[src/rtl/ula_pkg.sv]
// Shared definitions for the multi-cycle ALU: opcode map, control states, single-cycle result mux.
// Latency: none (types and pure functions only).
// Backpressure: none.
package ula_pkg;

    localparam logic [3:0] OP_ADD = 4'b0000;
    localparam logic [3:0] OP_SUB = 4'b0001;
    localparam logic [3:0] OP_MUL = 4'b0010;
    localparam logic [3:0] OP_DIV = 4'b0011;
    localparam logic [3:0] OP_AND = 4'b0100;
    localparam logic [3:0] OP_OR  = 4'b0101;
    localparam logic [3:0] OP_XOR = 4'b0110;
    localparam logic [3:0] OP_NOT = 4'b0111;
    localparam logic [3:0] OP_SHR = 4'b1000;
    localparam logic [3:0] OP_SHL = 4'b1001;
    localparam logic [3:0] OP_CMP = 4'b1010;

    // Widest datapath the result mux supports; callers zero-extend and truncate.
    localparam int ALU_MAX_W = 64;

    typedef enum logic [1:0] {IDLE, MUL, DIV, FIN} state_t;

    // True for the single-cycle opcodes that update res.
    function automatic logic writes_res(input logic [3:0] op);
        return (op == OP_ADD) || (op == OP_SUB) || ((op >= OP_AND) && (op <= OP_SHL));
    endfunction

    // Single-cycle result; operands are zero-extended so truncation to W stays correct.
    function automatic logic [ALU_MAX_W-1:0] alu_result(input logic [3:0] op,
                                                        input logic [ALU_MAX_W-1:0] a,
                                                        input logic [ALU_MAX_W-1:0] b);
        logic [ALU_MAX_W-1:0] r;
        r = '0;
        case (op)
            OP_ADD: r = a + b;
            OP_SUB: r = a - b;
            OP_AND: r = a & b;
            OP_OR:  r = a | b;
            OP_XOR: r = a ^ b;
            OP_NOT: r = ~b;
            OP_SHR: r = b >> 1;
            OP_SHL: r = b << 1;
            default: r = '0;
        endcase
        return r;
    endfunction

endpackage

[src/rtl/ula_muldiv.sv]
// Iterative unsigned shift-add multiplier / restoring divider sharing one 2W working register.
// Latency: W cycles after go; fin and the final hi/lo are presented combinationally in the last one.
// Backpressure: none; go is only raised by the owner when idle, reset aborts a running operation.
module ula_muldiv #(
    parameter int W     = 32,
    parameter int CNT_W = $clog2(W) + 1
) (
    input  logic         clk,
    input  logic         rst,
    input  logic         go,
    input  logic         is_div,
    input  logic [W-1:0] a,
    input  logic [W-1:0] b,
    output logic [W-1:0] hi,
    output logic [W-1:0] lo,
    output logic         fin
);

    // MUL: p = {partial product, remaining multiplier bits}
    // DIV: p = {partial remainder, dividend shifting out / quotient shifting in}
    logic [2*W-1:0] p;
    logic [2*W-1:0] p_nxt;
    logic [W-1:0]   opnd;
    logic           mode_div;
    logic           active;
    logic [CNT_W-1:0] cnt;

    logic [W:0]   sum;
    logic [W:0]   top;
    logic [W+1:0] diff;

    assign fin = active && (cnt == CNT_W'(W - 1));

    // One iteration step for either operation, plus result mapping from the stepped value.
    always_comb begin
        sum   = {1'b0, p[2*W-1:W]} + (p[0] ? {1'b0, opnd} : {(W+1){1'b0}});
        top   = p[2*W-1:W-1];
        diff  = {1'b0, top} - {2'b00, opnd};
        p_nxt = {sum, p[W-1:1]};
        if (mode_div) begin
            if (diff[W+1]) begin
                p_nxt = {top[W-1:0], p[W-2:0], 1'b0};
            end else begin
                p_nxt = {diff[W-1:0], p[W-2:0], 1'b1};
            end
        end
        hi = mode_div ? p_nxt[W-1:0]   : p_nxt[2*W-1:W];
        lo = mode_div ? p_nxt[2*W-1:W] : p_nxt[W-1:0];
    end

    // Load operands on go, then iterate W times.
    always_ff @(posedge clk) begin
        if (rst) begin
            p        <= '0;
            opnd     <= '0;
            mode_div <= 1'b0;
            active   <= 1'b0;
            cnt      <= '0;
        end else if (go) begin
            p        <= {{W{1'b0}}, (is_div ? a : b)};
            opnd     <= is_div ? b : a;
            mode_div <= is_div;
            active   <= 1'b1;
            cnt      <= '0;
        end else if (active) begin
            p   <= p_nxt;
            cnt <= cnt + 1'b1;
            if (fin) begin
                active <= 1'b0;
            end
        end
    end

endmodule

[src/rtl/ula_mc.sv]
// Execute-stage ALU: single-cycle ops with registered result, plus iterative MUL/DIV into HI/LO.
// Latency: 1 edge for single-cycle ops and DIV by zero; W+1 edges to done for MUL/DIV.
// Backpressure: busy=1 while iterating; start is dropped while busy and in the FIN cycle.
module ula_mc import ula_pkg::*; #(
    parameter int W     = 32,
    parameter int CNT_W = $clog2(W) + 1
) (
    input  logic         clk,
    input  logic         rst,
    input  logic         start,
    input  logic [3:0]   alu_op,
    input  logic [W-1:0] a,
    input  logic [W-1:0] b,
    output logic [W-1:0] res,
    output logic         zero,
    output logic [W-1:0] hi,
    output logic [W-1:0] lo,
    output logic         busy,
    output logic         done,
    output logic         div_zero
);

    state_t       state;
    logic         go;
    logic         eng_fin;
    logic [W-1:0] eng_hi;
    logic [W-1:0] eng_lo;

    // Hand the operands to the engine only when an iterative op really starts.
    assign go = (state == IDLE) && start &&
                ((alu_op == OP_MUL) || ((alu_op == OP_DIV) && (b != '0)));

    ula_muldiv #(.W(W), .CNT_W(CNT_W)) u_muldiv (
        .clk    (clk),
        .rst    (rst),
        .go     (go),
        .is_div (alu_op == OP_DIV),
        .a      (a),
        .b      (b),
        .hi     (eng_hi),
        .lo     (eng_lo),
        .fin    (eng_fin)
    );

    // Control FSM and all architectural output registers.
    always_ff @(posedge clk) begin
        if (rst) begin
            state    <= IDLE;
            res      <= '0;
            zero     <= 1'b0;
            hi       <= '0;
            lo       <= '0;
            busy     <= 1'b0;
            done     <= 1'b0;
            div_zero <= 1'b0;
        end else begin
            done <= 1'b0;
            case (state)
                IDLE: begin
                    if (start) begin
                        if (alu_op == OP_MUL) begin
                            state <= MUL;
                            busy  <= 1'b1;
                        end else if (alu_op == OP_DIV) begin
                            if (b == '0) begin
                                // Divide by zero resolves immediately, no iterations.
                                hi       <= '1;
                                lo       <= a;
                                div_zero <= 1'b1;
                                done     <= 1'b1;
                            end else begin
                                state <= DIV;
                                busy  <= 1'b1;
                            end
                        end else begin
                            done <= 1'b1;
                            if (alu_op == OP_CMP) begin
                                zero <= (a == b);
                            end
                            if (writes_res(alu_op)) begin
                                res <= W'(alu_result(alu_op, ALU_MAX_W'(a), ALU_MAX_W'(b)));
                            end
                        end
                    end
                end
                MUL, DIV: begin
                    if (eng_fin) begin
                        hi    <= eng_hi;
                        lo    <= eng_lo;
                        busy  <= 1'b0;
                        done  <= 1'b1;
                        state <= FIN;
                        if (state == DIV) begin
                            div_zero <= 1'b0;
                        end
                    end
                end
                // done is visible here with busy low; start is not sampled in this cycle.
                FIN: state <= IDLE;
                default: state <= IDLE;
            endcase
        end
    end

endmodule

[config.mk]
export PLATFORM = sky130hd
export DESIGN_NAME = ula_mc
export DESIGN_NICKNAME = d
export VERILOG_FILES = /design/src/rtl/ula_pkg.sv /design/src/rtl/ula_muldiv.sv /design/src/rtl/ula_mc.sv
export SDC_FILE = /design/constraint.sdc
export NUM_CORES = 1
export LEC_CHECK = 0
export BUFFER_PORTS_ARGS = -buffer_cell sky130_fd_sc_hd__buf_2
export CORE_AREA = 4 4 213 215
export CTS_CLUSTER_SIZE = 16
export DETAILED_ROUTE_END_ITERATION = 8
export DIE_AREA = 0 0 217 219
export PLACE_DENSITY_LB_ADDON = 0.05
export SYNTH_ARGS = -nofsm -noshare
export SYNTH_HDL_FRONTEND = slang
export SYNTH_HIERARCHICAL = 1
export SYNTH_SLANG_ARGS = --single-unit
[constraint.sdc]
create_clock -name clk -period 4.1 [get_ports clk]
set_input_delay 0.41 -clock clk [delete_from_list [all_inputs] [get_ports clk]]
set_output_delay 0.41 -clock clk [all_outputs]
set_load 0.01 [all_outputs]
==> impl_metrics.ini, run 1 <==
[status]
status = finished clean

[power]
p_clk_share_pct = 24.9
combPwrFrac_pct = 48.2
seqPwrFrac_pct = 26.9
leakagePower_nw = 9.09
ir_worst_vdd_mv = 0.277
power_switching_mw = 4.42
p_int_mw = 5.63
pwr_density_cell_nw_per_um2 = 462
switching_share_pct = 43.9

[logic_synthesis]
syn_avg_cell_area_um2 = 7.37
ys_types = 97
synthCells = 2631
synth-edff-count = 0
syn_nets = 2878
yosysSeqAreaShare_pct = 21.3
synth_top_family_by_area = compound AO/OA/AOI/OAI gates
synth_common_cells = nand2_1, nor2_1, a21oi_1
async_flop_share_pct = 0
synth_simple_gate_area_share_pct = 18.7
ys_ff_latch = 206
synth_mux_area_share_pct = 6.43
synthAdderAreaFrac_pct = 11.5
synth.largest_area_cell = dfxtp_1
synth_most_common_cell = nand2_1
synth_flop_cell = dfxtp_1
synth_compound_area_share_pct = 32.8
syn_area_um2 = 19400
yosys_warnings = 6
synth.area.top_cells = dfxtp_1, ha_1, a21oi_1, mux2i_1, a211oi_1
synth_top_area_share_pct = 21.3
synth_xor_xnor_area_share_pct = 2.21

[die]
start_util_pct = 44.3
num_rows = 77
die_area_um2 = 47500
ios = 171
die_h_um = 219
fp.coreArea_um2 = 43700
fp.dieW_um = 217

[placed_design]
gp_congestion = 0.998
portBuffers = 170
pre_cts_ws_ns = 0.315
dp.cells = 3275
dp_hpwl_um = 59400

[timing]
fmax_mhz = 256
clock_skew_ns = 0.0153
rsz0062_at_grt = no
fin_setup_tns_ns = 0
maxSlewViolCount = 0
worst_pin_slew_ns = 0.999
final.setup.worst_slack_ns = 0.191
final.period_utilization_pct = 95.3
max_slew_margin_pct = 32.7
setup-violations-final = 0
period_minus_slack_ns = 3.91
hold_viol_final = 0

[drt]
drc = 0
drtAntennaViolNets = 0
wire_per_inst_um = 23.8
dr_total_vias = 20896
drt-initial-drc-count = 2350
dr.pass1.iters = 6
wirelength_um = 79200
viasPerCell = 6.27

[clock_tree]
postCtsHoldBufs = 0
root_buffer = clkbuf_16
cts_resized = 0
clock_latency_ns = 0.57
cts_max_level = 1
cts_sinks = 206
cts_buffers = 28
clk_path_buf_depth = 3
postCtsSetupRepairBufs = 0
tritoncts = yes
clkTransAtPathRegs_ns = 0.06

[setup_path]
critPathKind = reg2reg
worstPathCellList = inv_1 > ha_1 > nor2b_1 > o2111a_1 > o21ai_0 > a211o_1 > a2111oi_1 > nor4_1 > a311oi_2 > nand2_1 > mux2i_1 > a211oi_1
reg2reg_slack_ns = 0.19
required_ns = 4.50
cp_slowest_cell = a2111oi_1
cp_slowest_stage_delay_ns = 0.78
start_kind = register
cp_max_fo = 5
crit_path_end_kind = register
critPathArrivalTime_ns = 4.31

[final_layout]
synthToLayoutAreaGrowth_pct = 12.2
layout-drive-gt1-share_pct = 13.5
final-instance-count-excl-fill = 3331
nFillCells = 4474
nets = 2960

[global_routing]
antenna_found_initial = 5
grt-ovfl-total = 0
grt_pass1_wl_um = 119000
grt_pass1_vias = 19290
grtUsageTotal_pct = 31.8
grt_max_degree = 107

[run]
drv_cap = 0

[hold_path]
hold_path_class = in2reg
[critical path: cells and delay by family, from the launching register on]
family	cells	cell delay [ns]
fa+ha+maj	1	0.22
flops	1	0.52
buf+inv	1	0.09
mux	1	0.18
simple gates	3	0.52
compound gates	6	2.21
[routing by layer]
layer  up-vias  GRT usage (%)  part of all wire, %
li1       9854              -                    -
met1     10002           47.2                   47
met2       924           48.5                   43
met3       114           4.24                  8.1
met4         2           8.16                  2.6
met5         -              0                0.018
[per-stage QoR]
step	power [mW]	utilization, %	hold slack [ns]	instance area, um^2
2_1_floorplan	5.91	-	0.453	19400
3_3_place_gp	7.49	47.6	0.454	20800
3_5_place_dp	7.51	47.6	0.463	20800
4_1_cts	10.1	49.7	0.215	21800
5_1_grt	10.7	49.7	0.256	21800
6_report	10.1	49.8	0.249	21800
[power by group through the flow]
stage                     clock network, mW  logic (mW)  registers, mW
after CTS                              2.57        4.81           2.69
final                                  2.50        4.85           2.70
after detailed placement                  0        4.78           2.73
after floorplan                           0        3.11           2.80
after global routing                   2.64        5.30           2.74
after global placement                    0        4.77           2.72
[final timing paths]
check,from,to,cells past startpoint
max,u_muldiv/p[31],lo[29],12
min,a[31],lo[31],3
max reg2reg,u_muldiv/p[31],lo[29],12
min reg2reg,hi[13],hi[13],2
[cells in the final DEF, fill, tap and decap left out, types with 16 or more instances in the layout]
cell / netlist / layout
dfxtp_1: 206 / 204
o21bai_1: 23 / 23
a31oi_1: 42 / 42
o22ai_1: 16 / 16
nor2_1: 253 / 250
o21a_1: 17 / 17
and2_1: 43 / 43
a21o_1: 35 / 35
mux2i_1: 111 / 111
nor3_1: 59 / 57
nor4_1: 30 / 29
or3_1: 16 / 16
nand2_1: 259 / 258
buf_2: 17 / 169
o21ai_0: 181 / 180
ha_1: 172 / 171
o221ai_1: 20 / 20
o211ai_1: 31 / 31
nand3_1: 39 / 39
inv_1: 149 / 148
nor2b_1: 17 / 17
clkbuf_16: 0 / 29
a211oi_1: 148 / 148
xnor2_1: 31 / 31
buf_4: 7 / 64
a221oi_1: 26 / 26
a21oi_1: 237 / 237
nand4_1: 31 / 31
xor2_1: 18 / 18
[layout make-up]
cell class	instances	area (um^2)	area share [%]
Multi-Input combinational cell	2084	13900	64.1
Tap cell	592	741	3.40
Antenna cell	4	10.0	0.0460
Clock inverter	16	140	0.644
Clock buffer	36	812	3.73
Timing Repair Buffer	237	1400	6.42
Inverter	156	588	2.70
Sequential cell	206	4130	19.0
[kinds of logic (layout without fill, tap and decap cells)]
kind of cell	after synthesis	count (layout)
flip-flops	206	206
AO/OA/AOI/OAI	940	940
adder cells (fa/ha/maj)	176	176
XOR/XNOR	49	49
other	0	4
multiplexers	123	123
buffers and inverters	341	445
AND/OR/NAND/NOR	796	796
[registers in the layout, summed over array words and instances, names as in the netlist, 2 cells and up]
register	flops
u_muldiv/opnd	32
lo	32
u_muldiv/cnt	6
u_muldiv/p	64
res	32
hi	32
state	2
No activity file was read; power rests on OpenSTA's default activity.
==> inputs of run 2 (changes only) <==
==> constraint.sdc (replaced) <==
create_clock -name clk -period 4.1 [get_ports clk]
set_input_delay 0.205 -clock clk [delete_from_list [all_inputs] [get_ports clk]]
set_output_delay 0.205 -clock clk [all_outputs]
set_load 0.01 [all_outputs]
==> run 2 against run 1 <==
Effect of this change:
- via count is 0.26% lower
- fmax is 3.6% higher
- clock power is 10% higher
- global-route usage is 0.23 points higher
- first-iteration DRC count is 3.3% lower
- critical endpoint is now lo[4]
==> impl_metrics.ini, run 2 (synthesis gave the netlist of run 1 again) <==
[final_layout]
final_common_cell = nand2_1
nets = 2940
layout_common_cells = nand2_1, nor2_1, a21oi_1, dfxtp_1, o21ai_0
largest_reg_flops = 64
synthToLayoutAreaGrowth_pct = 11.9
layout-drive-gt1-share_pct = 12.7
largest-register = u_muldiv/p

[setup_path]
cp_slowest_stage_delay_ns = 0.59
critPathArrivalTime_ns = 4.19
path_buf_inv = 2
crit_path_end_kind = register
regToRegStartpoint = u_muldiv/opnd[14]
worstPathCellList = inv_1 > ha_1 > nand2_1 > nor3_1 > nand4_1 > a211oi_2 > or2_1 > buf_4 > mux2_2 > nand2_1 > nand2_1 > mux2i_1 > a211oi_1
reg2reg_slack_ns = 0.33
cp.depth = 13
critPathKind = reg2reg
critPathLaunch = u_muldiv/opnd[14]
required_ns = 4.51
crit_family = simple AND/OR/NAND/NOR gates
r2r_cells = 13
crit_end = lo[4]
cp_max_fo = 25
start_kind = register
timing.rr.end = lo[4]
cp_slowest_cell = a211oi_2
timing.critical_path.mode_cell = nand2_1

[die]
start_util_pct = 44.3
num_rows = 77
die_h_um = 219
die_area_um2 = 47500
ios = 171
fp.dieW_um = 217
fp.coreArea_um2 = 43700

[clock_tree]
clock_latency_ns = 0.57
cts_max_level = 1
root_buffer = clkbuf_16
cts_buffers = 28
clkTransAtPathRegs_ns = 0.06
clk_path_buf_depth = 3
postCtsSetupRepairBufs = 0
cts_resized = 0
tritoncts = yes
cts_sinks = 206
postCtsHoldBufs = 0

[timing]
setup-violations-final = 0
worst_pin_slew_ns = 0.911
hold_viol_final = 0
rsz0062_at_grt = no
period_minus_slack_ns = 3.77
max_slew_margin_pct = 38.8
final.period_utilization_pct = 92.0
final.setup.worst_slack_ns = 0.327
clock_skew_ns = 0.0126
maxSlewViolCount = 0
fin_setup_tns_ns = 0
fmax_mhz = 265

[power]
ir_worst_vdd_mv = 0.357
leakagePower_nw = 9.04
pwr_density_cell_nw_per_um2 = 474

[global_routing]
grt_pass1_wl_um = 120000
grt_pass1_vias = 19403
grt_max_degree = 115
antenna_found_initial = 3
grt-ovfl-total = 0
grtUsageTotal_pct = 32.0

[run]
drv_cap = 0

[drt]
viasPerCell = 6.30
drtAntennaViolNets = 0
drt-initial-drc-count = 2273
wirelength_um = 79700
dr_total_vias = 20841
wire_per_inst_um = 24.1
drc = 0
dr.pass1.iters = 9

[hold_path]
min-delay-start = a[0]
hold_path_class = in2reg

[placed_design]
gp_congestion = 0.971
portBuffers = 170
pre_cts_ws_ns = 0.385
dp_hpwl_um = 59100

[status]
status = finished clean
run 2: worst min path at each step:
stage,end,cells past startpoint,slack (ns)
2_1_floorplan,done,2,0.43
3_3_place_gp,hi[21],2,0.46
3_5_place_dp,hi[19],2,0.46
4_1_cts,lo[0],3,0.004
5_1_grt,u_muldiv/opnd[31],3,0.04
6_report,lo[0],3,0.03
run 2: per-layer routing:
layer / wire [um] / vias up / track usage [%]
li1: - / 9814 / -
met4: 1850 / 2 / 7.48
met5: 13 / - / 0
met3: 6700 / 106 / 5.34
met1: 36700 / 9961 / 46.7
met2: 34400 / 958 / 49.4
run 2: per-stage QoR:
stage	hold slack, ns	instances	power, mW	instance area, um^2	util [%]
2_1_floorplan	0.433	2631	5.91	19400	-
3_3_place_gp	0.456	3255	7.48	20700	47.3
3_5_place_dp	0.464	3255	7.50	20700	47.3
4_1_cts	0.00424	3307	10.3	21700	49.6
5_1_grt	0.0432	3308	10.9	21700	49.6
6_report	0.0268	3309	10.3	21700	49.6
run 2: layout make-up:
cell class                 instances  area, um^2
tap                              592         741
clock inverter                    13         203
fill                            4508       22000
antenna                            2        5.00
clock buffer                      39         823
inverter                         156         588
timing repair buffer             217        1270
multi-input combinational       2084       13900
sequential                       206        4130
run 2: where the power goes:
group / internal [mW] / switching, mW
Clock: 1.71 / 1.04
Sequential: 2.41 / 0.272
Combinational: 1.74 / 3.13
run 2: worst min-delay path: cells and delay by family:
| family | cells | cell delay, ns |
|---|---|---|
| buf+inv | 1 | 0.13 |
| mux | 1 | 0.13 |
| compound gates | 1 | 0.09 |
